`config.mk`:
```
export PLATFORM = sky130hd
export DESIGN_NAME = stage_sequencer
export DESIGN_NICKNAME = d
export VERILOG_FILES = /design/src/rtl/stage_sequencer.sv
export SDC_FILE = /design/constraint.sdc
export NUM_CORES = 1
export LEC_CHECK = 0
export BUFFER_PORTS_ARGS = -buffer_cell sky130_fd_sc_hd__buf_4
export CORE_ASPECT_RATIO = 0.9
export CORE_MARGIN = 5
export CORE_UTILIZATION = 40
export CTS_CLUSTER_SIZE = 8
export DETAILED_ROUTE_END_ITERATION = 8
export PLACE_DENSITY = 0.59
export SLEW_MARGIN = 20
export SYNTH_ARGS = -nofsm -noshare
export SYNTH_HDL_FRONTEND = slang
export SYNTH_SLANG_ARGS = --single-unit
export TNS_END_PERCENT = 5
```
`constraint.sdc`:
```
create_clock -name clk -period 5.4 [get_ports clk]
set_clock_uncertainty 0.2 [all_clocks]
set_input_delay 1.08 -clock clk [delete_from_list [all_inputs] [get_ports clk]]
set_output_delay 1.08 -clock clk [all_outputs]
set_load 0.01 [all_outputs]
```
`src/rtl/stage_sequencer.sv`:
```
// Four-stage instruction sequencer: one-hot stage enables, per-stage completion strobes,
// run/halt/single-step control and a stall hold, all registered on clk.
module stage_sequencer #(
    parameter int unsigned STAGE_CYCLES = 2,
    parameter int unsigned COUNT_WIDTH  = 16
) (
    input  logic                   clk,
    input  logic                   reset_n,
    input  logic                   run,
    input  logic                   halt_req,
    input  logic                   step_req,
    input  logic                   stall,
    output logic [0:3]             is_stage,
    output logic [0:3]             stage_done,
    output logic                   step_ack,
    output logic                   halted,
    output logic [COUNT_WIDTH-1:0] instr_count
);

    typedef enum logic [1:0] {
        HALTED,
        RUN,
        STEP
    } state_t;

    localparam logic [3:0] LAST_PHASE = 4'(STAGE_CYCLES - 1);

    state_t                 state, state_n;
    logic [3:0]             phase, phase_n;
    logic [0:3]             is_stage_n;
    logic [0:3]             stage_done_n;
    logic                   step_ack_n;
    logic [COUNT_WIDTH-1:0] instr_count_n;

    always_ff @(posedge clk or negedge reset_n) begin
        if (!reset_n) begin
            state       <= HALTED;
            phase       <= '0;
            is_stage    <= 4'b1000;
            stage_done  <= '0;
            step_ack    <= 1'b0;
            halted      <= 1'b1;
            instr_count <= '0;
        end else begin
            state       <= state_n;
            phase       <= phase_n;
            is_stage    <= is_stage_n;
            stage_done  <= stage_done_n;
            step_ack    <= step_ack_n;
            halted      <= (state_n == HALTED);
            instr_count <= instr_count_n;
        end
    end

    always_comb begin
        state_n       = state;
        phase_n       = phase;
        is_stage_n    = is_stage;
        stage_done_n  = '0;
        step_ack_n    = 1'b0;
        instr_count_n = instr_count;

        case (state)
            HALTED: begin
                is_stage_n = 4'b1000;
                phase_n    = '0;
                if (run && !halt_req) begin
                    state_n = RUN;
                end else if (step_req) begin
                    state_n = STEP;
                end
            end
            default: begin
                if (!stall) begin
                    if (phase == LAST_PHASE) begin
                        phase_n      = '0;
                        is_stage_n   = {is_stage[3], is_stage[0:2]};
                        stage_done_n = is_stage;
                        // Leaving stage3 is the instruction boundary: retire and decide halt.
                        if (is_stage[3]) begin
                            instr_count_n = instr_count + COUNT_WIDTH'(1);
                            if (state == STEP) begin
                                state_n    = HALTED;
                                step_ack_n = 1'b1;
                            end else if (halt_req || !run) begin
                                state_n = HALTED;
                            end
                        end
                    end else begin
                        phase_n = phase + 4'd1;
                    end
                end
            end
        endcase
    end

endmodule
```
==> impl_metrics.tcl <==
set metrics [dict create \
    clkPwrFrac_pct 28.5 \
    cts_sinks 32 \
    cp.depth 4 \
    wl_met3_um 232 \
    crit_type "in -> reg" \
    maxSlewViolCount 0 \
    max_stage_delay_ns 0.53 \
    p_per_area_mw_per_mm2 364.1 \
    cpMaxStageDelayCell "nor4b_4" \
    fp.coreArea_mm2 0.003453 \
    post-route-period-util_pct 47.07 \
    end_kind "flip-flop" \
    dieHeight_um 67.22 \
    wirelength_um 2745 \
    cts_hold_buf 0 \
    ant_nets 0 \
    path_clk_slew_ns 0.07 \
    cts_root_buffer "clkbuf_8" \
    setup_viol 0 \
    postSynthCellCount 128 \
    synth_cell_types 29 \
    p_sw_uw 205.9 \
    ff2ff_path_depth 5 \
    critical_path.top_delay_family "simple AND/OR/NAND/NOR gates" \
    syn_nets 137 \
    synth_seq_cells 32 \
    min_delay_path_depth 1 \
    avgRoutedWirePerCell_um 13.20 \
    met2WireLength_um 1143 \
    grt_pass1_wl_um 4698 \
    synth_top_area_share_pct 51.59 \
    antenna_found_initial 0 \
    diodes 0 \
    netlist_area_mm2 0.001455 \
    grt_pass1_vias 1001 \
    viasPerCell 5.053 \
    cts.htree.levels 2 \
    fmax_ghz 0.3934 \
    final_util_pct 52.39 \
    tightest_slew_ns 0.6057 \
    avgSynthCellArea_um2 11.37 \
    max_cap_violations 0 \
    crit_arrival_ns 2.50 \
    die_w_um 73.58 \
    die_area_mm2 0.004946 \
    drc 0 \
    dp_hpwl_um 2035 \
    layout-drive-gt1-share_pct 29.88 \
    io_buffers 31 \
    finalHoldViolCount 0 \
    leakage_uw 0.0008752 \
    cp_cell_sequence "buf_4 -> nor4b_4 -> and3_2 -> mux2_2" \
    pwr-share-comb_pct 20.5 \
    post_cts_buffers 0 \
    grt_setup_unrepaired "false" \
    clk_latency_ns 0.28 \
    yosysSeqAreaShare_pct 55.20 \
    path_buf_inv 1 \
    wl_met1_um 1338 \
    std_cell_rows 20 \
    status "finished clean" \
    ios 32 \
    async_reset_ff_share_pct 100.0 \
    max-slew-margin-rel_pct 59.45 \
    grt_overflow 0 \
    synth.area.top_cells "dfrtp_1 52%, xnor2_1 5.4%, xor2_1 4.2%, dfstp_2 3.6%, nand2_1 3.6%" \
    fin_crit_ns 2.542 \
    vias 1051 \
    yosys_warnings 0 \
    dpl_cell_area_mm2 0.001715 \
    min-delay-path-class "reg -> reg" \
    grt_use_total_pct 12.49 \
    drtIter0Drc 58 \
    p_int_uw 452.8 \
    synthFlopType "dfrtp_1" \
    first_pass_iters 4 \
    fin_nets 172 \
    synth_top_cell_by_area "dfrtp_1" \
    ctsResizeCount 0 \
    fin_tns_setup_ns 0 \
    worstPathRequired_ns 5.36 \
    design_area_mm2 0.001809 \
    critical_path.max_fanout 11 \
    final_cells 208 \
    start_util_pct 42.14 \
    cts.path.max_buffers 2 \
    numCtsBuffers 5 \
    swShare_pct 31.26 \
    synth-edff-count 0 \
    grt_max_degree 33 \
    cp-start-kind "input pin" \
    place_inst 200 \
    worst_hold_slack_ns 0.2701 \
    seq_power_share_pct 50.9 \
    top_layer_used "met4" \
    synthToLayoutAreaGrowth_pct 24.33 \
    peakVddDrop_uv 169.9 \
    place_congestion 0.7690 \
    tritoncts "yes" \
]
-- cell usage in the layout, fill, tap and decap left out, types with 3 or more instances in the layout --
| cell | instances |
|---|---|
| ha_1 | 3 |
| nor2_1 | 7 |
| xor2_1 | 7 |
| and4_1 | 3 |
| a21oi_1 | 7 |
| nand2_1 | 14 |
| dfrtp_1 | 30 |
| nor3_1 | 8 |
| buf_4 | 31 |
| nand4_1 | 6 |
| xnor2_1 | 9 |
| inv_1 | 5 |
| nand3_1 | 4 |
| and3_2 | 4 |
| clkbuf_8 | 6 |
-- per-stage QoR --
step	setup WS, ns	power [µW]
floorplan	3.105	414.3
global placement	2.622	469.9
detailed placement	2.579	476.4
CTS	2.877	667.0
global route	2.770	699.4
finish	2.858	658.7
-- worst paths after layout --
kind,end,start,slack [ns]
min in group asynchronous,step_ack,reset_n,0.52
worst min-delay path,instr_count[15],instr_count[15],0.27
worst max-delay path,instr_count[1],stall,2.86
worst min register to register,instr_count[15],instr_count[15],0.27
max in group asynchronous,is_stage[0],reset_n,4.16
worst max register to register,instr_count[1],phase[1],3.18
-- cell families after synthesis --
kind of cell / share of synthesized area (%)
multiplexers: 0.7738
AND/OR/NAND/NOR: 24.34
AO/OA/AOI/OAI: 4.299
adder cells (fa/ha/maj): 2.580
flip-flops: 55.20
XOR/XNOR: 9.631
buffers and inverters: 3.181
-- registers in the layout (all words and copies together) (netlist names) --
register     cells
is_stage         4
step_ack         1
phase            4
halted           1
state            2
instr_count     16
stage_done       4
-- layer usage --
| metal | vias up | GRT usage, % |
|---|---|---|
| met4 | 0 | 5.430 |
| met5 | - | 0 |
| met3 | 4 | 4.464 |
| met2 | 39 | 16.81 |
| li1 | 518 | - |
| met1 | 490 | 17.83 |
-- synthesized netlist by cell type (2+ instances only) --
cell type  number
xnor2_1         9
nand2b_1        2
ha_1            3
xor2_1          7
and3_2          4
nand4_1         6
nand2_1        14
dfrtp_1        30
o22ai_1         2
nor2_1          7
nor3_1          8
inv_1           5
buf_6           2
and3_1          2
nand3_1         4
and4_1          3
dfstp_2         2
a21oi_1         7
-- cell type report --
cell class | count | area (µm²)
fillers | 309 | 1644
flip-flops and latches | 32 | 803.3
multi-input cells | 88 | 605.6
repair buffers | 31 | 232.7
clock buffers | 7 | 86.33
well taps | 44 | 55.05
inverters | 5 | 18.77
clock inverters | 1 | 7.507
-- power by group through the flow --
| stage | sequential, µW | combinational (µW) | clock (µW) |
|---|---|---|---|
| 2_1_floorplan | 337 | 77.4 | 0 |
| 3_3_place_gp | 338 | 132 | 0 |
| 3_5_place_dp | 339 | 138 | 0 |
| 4_1_cts | 335 | 138 | 194 |
| 5_1_grt | 343 | 152 | 204 |
| 6_report | 335 | 135 | 188 |
Power figures use the tool's default switching activity.
